$ cat src/rtl/dump_pkg.sv
// Shared definitions for the ROI dump controller.
//   - host command opcodes and fixed reply bytes
//   - top-level sequencer state encoding
//   - byte handshake phase encoding
package dump_pkg;

   localparam logic [7:0] OP_FULL  = 8'h46;  // 'F' full frame
   localparam logic [7:0] OP_ROI   = 8'h44;  // 'D' start/count region
   localparam logic [7:0] OP_ABORT = 8'h41;  // 'A' abort running dump

   localparam logic [7:0] ERR_BYTE = 8'hEE;  // reply to a rejected region
   localparam logic [7:0] HDR_BYTE = 8'hA5;  // line header marker

   typedef enum logic [3:0] {
      IDLE,
      ARGS,
      CHECK,
      ARM,
      WAIT_LINE,
      FETCH,
      SEND,
      GUARD,
      NEXT,
      REARM,
      ERR
   } state_t;

   typedef enum logic [1:0] {
      HS_IDLE,
      HS_SEND,
      HS_GUARD
   } hs_phase_t;

endpackage

$ cat src/rtl/tx_byte_handshake.sv
// One-byte strobe-and-wait towards uart_send.
// A request is accepted only while idle and while the UART reports idle;
// the byte is latched and TX_DATA_READY is high for exactly one cycle
// (HS_SEND). HS_GUARD then waits for the UART to report idle again and
// signals done in that cycle, so two strobes are always separated by an
// observed idle.
// Ports:
//   clk_i, rst_i        clock, synchronous active-high reset
//   abort_i             drop back to idle (a strobe already out still completes)
//   req_i, byte_i       request to send byte_i
//   tx_idle_i           uart_send idle
//   tx_data_o           latched byte
//   tx_data_ready_o     one-cycle strobe, suppressed while reset is high
//   done_o              byte delivered and UART idle again
//   phase_o             current handshake phase, for observation
module tx_byte_handshake
   import dump_pkg::*;
(
   input  logic       clk_i,
   input  logic       rst_i,
   input  logic       abort_i,
   input  logic       req_i,
   input  logic [7:0] byte_i,
   input  logic       tx_idle_i,
   output logic [7:0] tx_data_o,
   output logic       tx_data_ready_o,
   output logic       done_o,
   output hs_phase_t  phase_o
);

   hs_phase_t  phase_q, phase_d;
   logic [7:0] data_q;

   // state register plus byte latch
   always_ff @(posedge clk_i) begin
      if (rst_i) begin
         phase_q <= HS_IDLE;
         data_q  <= 8'h00;
      end else begin
         phase_q <= phase_d;
         if (phase_q == HS_IDLE && phase_d == HS_SEND) begin
            data_q <= byte_i;
         end
      end
   end

   // next-state
   always_comb begin
      phase_d = phase_q;
      if (abort_i) begin
         phase_d = HS_IDLE;
      end else begin
         case (phase_q)
            HS_IDLE:  if (req_i && tx_idle_i) phase_d = HS_SEND;
            HS_SEND:  phase_d = HS_GUARD;
            HS_GUARD: if (tx_idle_i) phase_d = HS_IDLE;
            default:  phase_d = HS_IDLE;
         endcase
      end
   end

   // outputs
   always_comb begin
      tx_data_o       = data_q;
      tx_data_ready_o = (phase_q == HS_SEND) && !rst_i;
      done_o          = (phase_q == HS_GUARD) && tx_idle_i && !abort_i;
      phase_o         = phase_q;
   end

endmodule

$ cat src/rtl/roi_dump_controller.sv
// UART-commanded readout sequencer for the camera line buffer.
// Parses 'F' (full frame), 'D' start16,count16 (MSB first) and 'A' (abort),
// then walks lines start..end-1 and columns 0..COLS-1, sending
// PIXEL_DATA[9:2] per pixel through tx_byte_handshake.
// Optional build macro DUMP_LINE_HEADER_EN: each line is preceded by
// 0xA5, line[15:8], line[7:0].
// Handshake semantics: TX_DATA_READY is a single-cycle strobe issued only
// when TX_IDLE=1, and no further strobe follows until TX_IDLE=1 has been
// seen again after it.
// Ports:
//   CLK, RST              clock, synchronous active-high reset
//   RX_DATA, RX_READY     received byte; RX_READY rising edge marks a byte
//   TX_DATA, TX_DATA_READY, TX_IDLE   byte output to uart_send
//   LINE_READY, RESET_READY_FLAG, INTERESTING_LINE   line capture control
//   READ_ADDRESS, PIXEL_DATA          line buffer read port (1-cycle latency)
//   BUSY                  dump in progress
module roi_dump_controller
   import dump_pkg::*;
#(
   parameter int LINES = 752,
   parameter int COLS  = 480
) (
   input  logic                     CLK,
   input  logic                     RST,
   input  logic [7:0]               RX_DATA,
   input  logic                     RX_READY,
   output logic [7:0]               TX_DATA,
   output logic                     TX_DATA_READY,
   input  logic                     TX_IDLE,
   input  logic                     LINE_READY,
   output logic                     RESET_READY_FLAG,
   output logic [$clog2(LINES)-1:0] INTERESTING_LINE,
   output logic [$clog2(COLS)-1:0]  READ_ADDRESS,
   input  logic [9:0]               PIXEL_DATA,
   output logic                     BUSY
);

   localparam int LW = $clog2(LINES);
   localparam int AW = $clog2(COLS);

   state_t          state_q, state_d;
   logic            rx_q;
   logic [1:0]      argc_q;
   logic [31:0]     args_q;
   logic [LW-1:0]   line_q;
   logic [AW-1:0]   addr_q;
   logic [16:0]     end_q;
   logic            rrf_q, busy_q, settle_q;

   logic            rx_edge, abort, args_bad, last_line, last_col, hdr_pend;
   logic [15:0]     start_w, cnt_w;
   logic [16:0]     sum_w, end_w;
   logic            hs_req, hs_done;
   logic [7:0]      hs_byte;
   hs_phase_t       hs_phase;
   logic            unused_pix;

   assign unused_pix = ^{PIXEL_DATA[1:0], hs_phase};

`ifdef DUMP_LINE_HEADER_EN
   logic [1:0]  hdr_q;      // 0..2 header byte index, 3 = pixels
   logic [15:0] line16;
   assign line16   = 16'(line_q);
   assign hdr_pend = (hdr_q != 2'd3);
`else
   assign hdr_pend = 1'b0;
`endif

   assign rx_edge   = RX_READY && !rx_q;
   assign abort     = rx_edge && (RX_DATA == OP_ABORT) && busy_q;
   assign start_w   = args_q[31:16];
   assign cnt_w     = args_q[15:0];
   assign sum_w     = {1'b0, start_w} + {1'b0, cnt_w};
   assign args_bad  = (start_w >= 16'(LINES)) || (cnt_w == 16'd0);
   assign end_w     = (sum_w > 17'(LINES)) ? 17'(LINES) : sum_w;
   assign last_line = ((17'(line_q) + 17'd1) == end_q);
   assign last_col  = (addr_q == AW'(COLS - 1));

   // state register
   always_ff @(posedge CLK) begin
      if (RST) state_q <= IDLE;
      else     state_q <= state_d;
   end

   // next-state
   always_comb begin
      state_d = state_q;
      if (abort) begin
         state_d = IDLE;
      end else begin
         case (state_q)
            IDLE: if (rx_edge) begin
               if (RX_DATA == OP_FULL)     state_d = CHECK;
               else if (RX_DATA == OP_ROI) state_d = ARGS;
            end
            ARGS:      if (rx_edge && argc_q == 2'd3) state_d = CHECK;
            CHECK:     state_d = args_bad ? ERR : ARM;
            ARM:       if (LINE_READY) state_d = WAIT_LINE;
            WAIT_LINE: state_d = FETCH;
            // settle_q is low for the first cycle after an address step,
            // while the read data still belongs to the previous column
            FETCH:     if (settle_q && TX_IDLE) state_d = SEND;
            SEND:      state_d = GUARD;
            GUARD:     if (hs_done) state_d = NEXT;
            NEXT:      state_d = (hdr_pend || !last_col) ? FETCH : REARM;
            REARM:     state_d = last_line ? IDLE : ARM;
            ERR:       if (hs_done) state_d = IDLE;
            default:   state_d = IDLE;
         endcase
      end
   end

   // outputs towards the handshake
   always_comb begin
      hs_byte = PIXEL_DATA[9:2];
`ifdef DUMP_LINE_HEADER_EN
      case (hdr_q)
         2'd0:    hs_byte = HDR_BYTE;
         2'd1:    hs_byte = line16[15:8];
         2'd2:    hs_byte = line16[7:0];
         default: hs_byte = PIXEL_DATA[9:2];
      endcase
`endif
      if (state_q == ERR) hs_byte = ERR_BYTE;
      hs_req = !abort && ((state_q == FETCH && settle_q) || state_q == ERR);
   end

   // datapath registers
   always_ff @(posedge CLK) begin
      if (RST) begin
         rx_q     <= 1'b0;
         argc_q   <= 2'd0;
         args_q   <= 32'd0;
         line_q   <= '0;
         addr_q   <= '0;
         end_q    <= 17'd0;
         rrf_q    <= 1'b1;
         busy_q   <= 1'b0;
         settle_q <= 1'b0;
`ifdef DUMP_LINE_HEADER_EN
         hdr_q    <= 2'd0;
`endif
      end else begin
         rx_q     <= RX_READY;
         // the ready flag is released only while a line is being captured or read
         rrf_q    <= !(state_d inside {ARM, WAIT_LINE, FETCH, SEND, GUARD, NEXT});
         busy_q   <= state_d inside {ARM, WAIT_LINE, FETCH, SEND, GUARD, NEXT, REARM};
         settle_q <= (state_q == WAIT_LINE) || (state_q == FETCH);

         if (state_q == IDLE && rx_edge && RX_DATA == OP_FULL)
            args_q <= {16'd0, 16'(LINES)};
         if (state_q == IDLE && rx_edge && RX_DATA == OP_ROI)
            argc_q <= 2'd0;
         if (state_q == ARGS && rx_edge) begin
            args_q <= {args_q[23:0], RX_DATA};
            argc_q <= argc_q + 2'd1;
         end

         if (state_q == CHECK && state_d == ARM) begin
            line_q <= start_w[LW-1:0];
            end_q  <= end_w;
            addr_q <= '0;
         end

         if (state_q == NEXT && state_d != IDLE) begin
`ifdef DUMP_LINE_HEADER_EN
            if (hdr_pend)      hdr_q  <= hdr_q + 2'd1;
            else
`endif
            if (!last_col)     addr_q <= addr_q + AW'(1);
            else               addr_q <= '0;
         end

         if (state_q == REARM && state_d == ARM)
            line_q <= line_q + LW'(1);

`ifdef DUMP_LINE_HEADER_EN
         if (state_d == ARM) hdr_q <= 2'd0;
`endif
      end
   end

   tx_byte_handshake u_tx (
      .clk_i           (CLK),
      .rst_i           (RST),
      .abort_i         (abort),
      .req_i           (hs_req),
      .byte_i          (hs_byte),
      .tx_idle_i       (TX_IDLE),
      .tx_data_o       (TX_DATA),
      .tx_data_ready_o (TX_DATA_READY),
      .done_o          (hs_done),
      .phase_o         (hs_phase)
   );

   assign RESET_READY_FLAG = rrf_q;
   assign INTERESTING_LINE = line_q;
   assign READ_ADDRESS     = addr_q;
   assign BUSY             = busy_q;

endmodule

$ cat config.mk
export PLATFORM = sky130hd
export DESIGN_NAME = roi_dump_controller
export DESIGN_NICKNAME = d
export VERILOG_FILES = /design/src/rtl/dump_pkg.sv /design/src/rtl/tx_byte_handshake.sv /design/src/rtl/roi_dump_controller.sv
export SDC_FILE = /design/constraint.sdc
export NUM_CORES = 1
export LEC_CHECK = 0
export CAP_MARGIN = 20
export CORE_ASPECT_RATIO = 0.6
export CORE_MARGIN = 4
export CORE_UTILIZATION = 24
export DETAILED_ROUTE_END_ITERATION = 16
export HOLD_SLACK_MARGIN = 0.08
export SETUP_SLACK_MARGIN = 0.4
export SYNTH_ARGS = -nofsm -noshare
export SYNTH_HDL_FRONTEND = slang
export SYNTH_SLANG_ARGS = --single-unit
$ cat constraint.sdc
create_clock -name CLK -period 3.4 [get_ports CLK]
set_clock_uncertainty 0.05 [all_clocks]
set_input_delay 0.34 -clock CLK [delete_from_list [all_inputs] [get_ports CLK]]
set_output_delay 0.34 -clock CLK [all_outputs]
set_load 0.05 [all_outputs]
==> results.sh, run 1 <==
export IMPL_p_sw_share_pct=22.4
export IMPL_antennaDiodeCount=0
export IMPL_grt_start_max_net_pins=44
export IMPL_drive_gt1_share_pct=21.5
export IMPL_tightest_slew_ns=0.898
export IMPL_grtUsageTotal_pct=13.7
export IMPL_vias_per_cell=5.12
export IMPL_postSynthCellCount=630
export IMPL_reg2reg_from="args_q[19]$_SDFFE_PP0P_"
export IMPL_start_util_pct=24.7
export IMPL_chipHeight_um=120
export IMPL_setup_violations=0
export IMPL_clk_path_buf_depth=2
export IMPL_syn2layout_area_growth_pct=37.3
export IMPL_synth_edf_count=0
export IMPL_die_w_um=195
export IMPL_dpl_hpwl_um=12300
export IMPL_drc=0
export IMPL_clk_latency_ns=0.36
export IMPL_max_freq_ghz=0.336
export IMPL_power_mw=2.21
export IMPL_synth_warnings=0
export IMPL_yosysSeqAreaShare_pct=35.1
export IMPL_grt_pass1_wl_um=25800
export IMPL_syn_avg_cell_area_um2=7.96
export IMPL_htreeDepth=3
export IMPL_ios=53
export IMPL_fin_util_pct=34.0
export IMPL_worstSetupPathType="flop to flop"
export IMPL_vias=5097
export IMPL_crit_start="args_q[19]$_SDFFE_PP0P_"
export IMPL_slowest_stage="dfxtp_1"
export IMPL_synth_cell_type_count=80
export IMPL_grt_remaining_overflow=0
export IMPL_ir_worst_vdd_mv=0.209
export IMPL_arrival_ns=3.17
export IMPL_clkPwrFrac_pct=49.9
export IMPL_place_area_um2=6090
export IMPL_coreArea_um2=20300
export IMPL_syn_cell_area_um2=5010
export IMPL_wl_per_cell_um=16.7
export IMPL_drt_iter0_markers=583
export IMPL_min_from="RX_DATA[3]"
export IMPL_grt_pass1_vias=4509
export IMPL_cellLeakagePower_nw=2.53
export IMPL_crit_path_end_kind="flop"
export IMPL_slew_violations=0
export IMPL_dieArea_um2=23300
export IMPL_cp_cell_sequence="ha_2 -> nand3_1 -> o2111ai_4 -> o31a_1 -> a31o_2 -> a21o_1 -> a21oi_1 -> xnor2_2 -> nand4_4 -> o221a_4"
export IMPL_crit_fanout=9
export IMPL_crit_required_ns=3.59
export IMPL_fill_cells=2111
export IMPL_ys_flop_type="dfxtp_1"
export IMPL_synth_fp_nets=673
export IMPL_power_frac_comb_pct=3.5
export IMPL_min_path_type="input port to flop"
export IMPL_synth_area_leader_cell="dfxtp_1"
export IMPL_powerDensity_nw_per_um2=321
export IMPL_synth_seq_cells=88
export IMPL_ys_async_sr_fraction_pct=0
export IMPL_cts_buffers=9
export IMPL_drt_total_wl_um=16600
export IMPL_fin_crit_sh_pct=87.6
export IMPL_multiInputGateArea_um2=3410
export IMPL_final_nets=760
export IMPL_clock_sinks=88
export IMPL_hold_violations=0
export IMPL_outcome="complete, no violations"
export IMPL_switchingPower_mw=0.496
export IMPL_rsz0062_at_grt="yes"
export IMPL_num_rows=40
export IMPL_whs_ns=0.255
export IMPL_ant_nets=0
export IMPL_critPathLaunchType="flop"
export IMPL_io_buffer_count=50
export IMPL_relSlewSlack_pct=39.7
export IMPL_maxCapViolations=0
export IMPL_cpPeakStageDelay_ns=0.41
export IMPL_synthTopCellsByArea="dfxtp_1 35%, a21oi_1 5.5%, nand2_1 5.3%"
export IMPL_root_buffer="clkbuf_16"
export IMPL_synth_top_area_share_pct=35.1
export IMPL_gp_congestion=0.951
export IMPL_final_area_um2=6880
export IMPL_clkSlewWorstSetupHoldPaths_ns=0.07
export IMPL_antenna_found_initial=0
export IMPL_pwr_share_seq_pct=46.6
export IMPL_cts_tree="built"
export IMPL_p_int_mw=1.71
export IMPL_finalCriticalPeriod_ns=2.98
export IMPL_seq_area_um2=1790
export IMPL_firstDrtPassIters=5
==> kinds of logic after synthesis <==
family | Yosys count | synth area share [%]
flip-flops | 88 | 35.1
multiplexers | 3 | 0.624
AND/OR/NAND/NOR | 291 | 30.6
XOR/XNOR | 20 | 3.49
buffers and inverters | 49 | 3.79
AO/OA/AOI/OAI | 159 | 21.2
adder cells (fa/ha/maj) | 20 | 5.14
==> worst paths after layout <==
path | endpoint | depth (start not counted) | slack [ns]
worst max-delay path | end_q[7]$_SDFFE_PP0P_ | 10 | 0.42
worst min-delay path | args_q[3]$_SDFFE_PP0P_ | 3 | 0.26
worst max register to register | end_q[7]$_SDFFE_PP0P_ | 10 | 0.42
worst min register to register | end_q[12]$_SDFFE_PP0P_ | 1 | 0.41
==> worst max-delay path, delay by kind of cell (launching register included) <==
family / cells / cell delay [ns]
and+or+nand+nor: 2 / 0.37
DFF: 1 / 0.41
adders and majority gates: 1 / 0.37
xor gates and xnor gates: 1 / 0.20
AOI/OAI and AO/OA: 6 / 1.45
==> registers in the layout, indices dropped and copies added (netlist names) <==
signal	flops
rx_q	1
argc_q	2
state_q	4
args_q	32
READ_ADDRESS	9
INTERESTING_LINE	10
u_tx.phase_o	2
u_tx.tx_data_o	8
RESET_READY_FLAG	1
end_q	17
settle_q	1
BUSY	1
==> cells in the mapped netlist (5+ instances only) <==
cell	n
nor2b_1	10
xnor2_1	15
nor4_1	10
xor2_1	5
nor2_1	49
a211oi_1	11
nor3_1	25
nand3_1	44
a21oi_1	55
nand2_1	71
buf_2	5
nand2b_1	13
and3_1	10
o31ai_1	5
inv_1	16
and4_1	5
and2_1	9
a21o_1	5
ha_1	19
or3_1	5
dfxtp_1	88
a31oi_1	7
clkbuf_1	24
o21ai_0	18
o21ai_1	5
==> final cells by class <==
cell class,instances,area share (%)
clock buffer,10,3.33
clock inverter,6,1.33
sequential,88,25.9
timing repair buffer,108,14.0
multi-input combinational,493,49.5
tap,273,4.96
inverter,17,0.927
==> through the flow <==
stage / TNS (ns) / worst slack (ns) / cells
2_1_floorplan: 0 / 0.403 / 630
5_1_grt: 0 / 0.314 / 995
3_5_place_dp: -1.53 / -0.124 / 969
6_report: 0 / 0.422 / 995
3_3_place_gp: -1.76 / -0.127 / 969
4_1_cts: 0 / 0.386 / 987
==> layout by cell type, fill, tap and decap left out, drive strengths merged, types with 6 or more instances in the layout <==
master,count
o21ai,24
nor2,51
nand2,72
clkdlybuf4s50,43
clkbuf,10
and2,10
and3,10
a21oi,56
nand3,44
nor4,11
a211oi,12
buf,59
dfxtp,88
a31oi,8
ha,19
inv,18
nor2b,10
dlymetal6s2s,6
xnor2,15
nor3,26
nand2b,13
==> repair_timing <==
item                                    4_1_cts  5_1_grt
hold buffers                                  0        0
gates resized for setup                      22       69
pin swaps                                     6       25
buffers inserted                              2        8
endpoints found under the setup margin       35       36
==> layer usage <==
| metal | wire (um) | global-route usage, % | vias up |
|---|---|---|---|
| met3 | 1510 | 4.10 | 9 |
| met5 | 0 | 0 | - |
| li1 | - | - | 2498 |
| met2 | 5930 | 16.0 | 200 |
| met1 | 9050 | 23.3 | 2390 |
| met4 | 79 | 2.15 | 0 |
==> power groups by stage <==
stage,Sequential (mW),Clock (mW),Combinational (mW)
floorplan,1.06,0,0.0287
global placement,1.06,0,0.0724
detailed placement,1.06,0,0.0729
CTS,1.03,1.11,0.0742
global route,1.03,1.17,0.0844
finish,1.03,1.10,0.0784
Power figures use the tool's default switching activity.
==> run 2, diff against run 1 <==
CORE_MARGIN = default   (was 4)
SKIP_CTS_REPAIR_TIMING = 1   (was default)
SLEW_MARGIN = 20   (was default)
==> run 2 against run 1 <==
Sequential share of layout area grew 0.079 points. Non-clock buffer count rose by 1. Via count increased by 0.12%. Register-to-register slack is essentially flat. Count of clock-buffer cells in the layout increased by 1. Core utilization shrank 0.11 points. Combinational power decreased by 2.9%. Setup slack improved by 0.0021 ns. Design area shrank 0.58%. Total power shrank 6.4%. Clock power fell by 13%. Die area down 7.9%. Critical path type unchanged.
==> results.sh, run 2 (synthesis gave the netlist of run 1 again) <==
export IMPL_root_buffer="clkbuf_16"
export IMPL_final_cell_mix="79 x dfxtp_1, 71 x nand2_1, 55 x buf_4"
export IMPL_outcome="complete, no violations"
export IMPL_cts_tree="built"
export IMPL_hold_violations=0
export IMPL_final_area_um2=6840
export IMPL_relSlewSlack_pct=59.8
export IMPL_place_ws_ns=-0.192
export IMPL_setup_violations=0
export IMPL_ios=53
export IMPL_vias_per_cell=5.13
export IMPL_htreeDepth=3
export IMPL_syn2layout_area_growth_pct=36.5
export IMPL_clk_latency_ns=0.36
export IMPL_clock_sinks=88
export IMPL_seq_area_um2=1780
export IMPL_crit_path_end_kind="flop"
export IMPL_arrival_ns=3.17
export IMPL_cellLeakagePower_nw=2.49
export IMPL_antenna_found_initial=1
export IMPL_cts_buffers=9
export IMPL_rsz0062_at_grt="yes"
export IMPL_slew_violations=0
export IMPL_ant_nets=0
export IMPL_maxCapViolations=0
export IMPL_grt_pass1_wl_um=24300
export IMPL_gp_congestion=0.914
export IMPL_largest_register="args_q"
export IMPL_final_nets=761
export IMPL_chipHeight_um=114
export IMPL_drt_total_wl_um=16000
export IMPL_drive_gt1_share_pct=20.5
export IMPL_fin_util_pct=33.8
export IMPL_crit_fanout=6
export IMPL_grt_pass1_vias=4369
export IMPL_clkSlewWorstSetupHoldPaths_ns=0.06
export IMPL_setup_slack_ns=0.424
export IMPL_largest_reg_flops=32
export IMPL_num_rows=40
export IMPL_fin_crit_sh_pct=87.5
export IMPL_tightest_slew_ns=0.602
export IMPL_die_w_um=189
export IMPL_drt_iter0_markers=534
export IMPL_dieArea_um2=21500
export IMPL_wl_per_cell_um=16.1
export IMPL_coreArea_um2=20200
export IMPL_firstDrtPassIters=5
export IMPL_max_freq_ghz=0.336
export IMPL_grt_remaining_overflow=0
export IMPL_powerDensity_nw_per_um2=302
export IMPL_antennaDiodeCount=0
export IMPL_clk_path_buf_depth=2
export IMPL_start_util_pct=24.8
export IMPL_cp_cell_sequence="ha_4 -> inv_2 -> fa_2 -> nand2b_4 -> a211oi_4 -> o31ai_4 -> a21oi_2 -> mux2i_1 -> o311a_1 -> buf_4 -> nand4_2 -> buf_6 -> o221a_4"
export IMPL_layout_commonest_cell="dfxtp_1"
export IMPL_worstSetupPathType="flop to flop"
export IMPL_io_buffer_count=50
export IMPL_cpPeakStageDelay_ns=0.38
export IMPL_ir_worst_vdd_mv=0.250
export IMPL_crit_required_ns=3.59
export IMPL_grtUsageTotal_pct=14.6
export IMPL_critPathLaunchType="flop"
export IMPL_place_area_um2=6070
export IMPL_setup_tns_ns=0
export IMPL_slowest_stage="dfxtp_4"
export IMPL_whs_ns=0.365
export IMPL_multiInputGateArea_um2=3410
export IMPL_min_path_type="input port to flop"
export IMPL_dpl_hpwl_um=11700
export IMPL_fill_cells=2130
export IMPL_drc=0
export IMPL_grt_start_max_net_pins=50
export IMPL_finalCriticalPeriod_ns=2.98
export IMPL_vias=5103
[run 2: routing by layer]
metal	GRT usage (%)	vias to the layer above	wire length (um)
met5	0	-	0
met2	16.7	196	5690
met3	3.72	9	1340
li1	-	2494	-
met1	25.0	2404	8920
met4	2.42	0	68
[run 2: report_power, final]
part           internal [mW]  switching [mW]
clock                  0.531           0.431
sequential              1.03         0.00146
combinational         0.0363          0.0399
[run 2: critical path: cells and delay by family, from the launching register on]
family	cells	cell delay (ns)
DFF	1	0.38
adders and majority gates	2	0.52
and+or+nand+nor	2	0.27
AOI/OAI and AO/OA	5	1.04
muxes	1	0.28
buffers and inverters	3	0.32
[run 2: path summary, 6_finish.rpt]
check | to | slack (ns) | cells after the start | from
worst max-delay path | end_q[7]$_SDFFE_PP0P_ | 0.42 | 13 | args_q[0]$_SDFFE_PP0P_
worst min-delay path | args_q[2]$_SDFFE_PP0P_ | 0.37 | 4 | RX_DATA[2]
worst max register to register | end_q[7]$_SDFFE_PP0P_ | 0.42 | 13 | args_q[0]$_SDFFE_PP0P_
worst min register to register | end_q[15]$_SDFFE_PP0P_ | 0.41 | 1 | end_q[15]$_SDFFE_PP0P_
[run 2: area by class of cell]
class                   instances  share of cell area, %
multi-input cells             493                   49.9
flip-flops and latches         88                   26.0
repair buffers                109                   14.0
well taps                     273                   4.99
clock buffers                  11                   3.69
inverters                      17                  0.969
clock inverters                 4                  0.439
[run 2: metrics by stage]
stage / std cells / total power, mW
2_1_floorplan: 630 / 1.08
3_3_place_gp: 966 / 1.13
3_5_place_dp: 966 / 1.13
4_1_cts: 981 / 2.08
5_1_grt: 995 / 2.14
6_report: 995 / 2.07
==> run 3, diff against run 2 <==
GPL_ROUTABILITY_DRIVEN = 0   (was default)
==> results of run 3 <==
The final DEF is identical to that of run 2; final timing and power are the same.
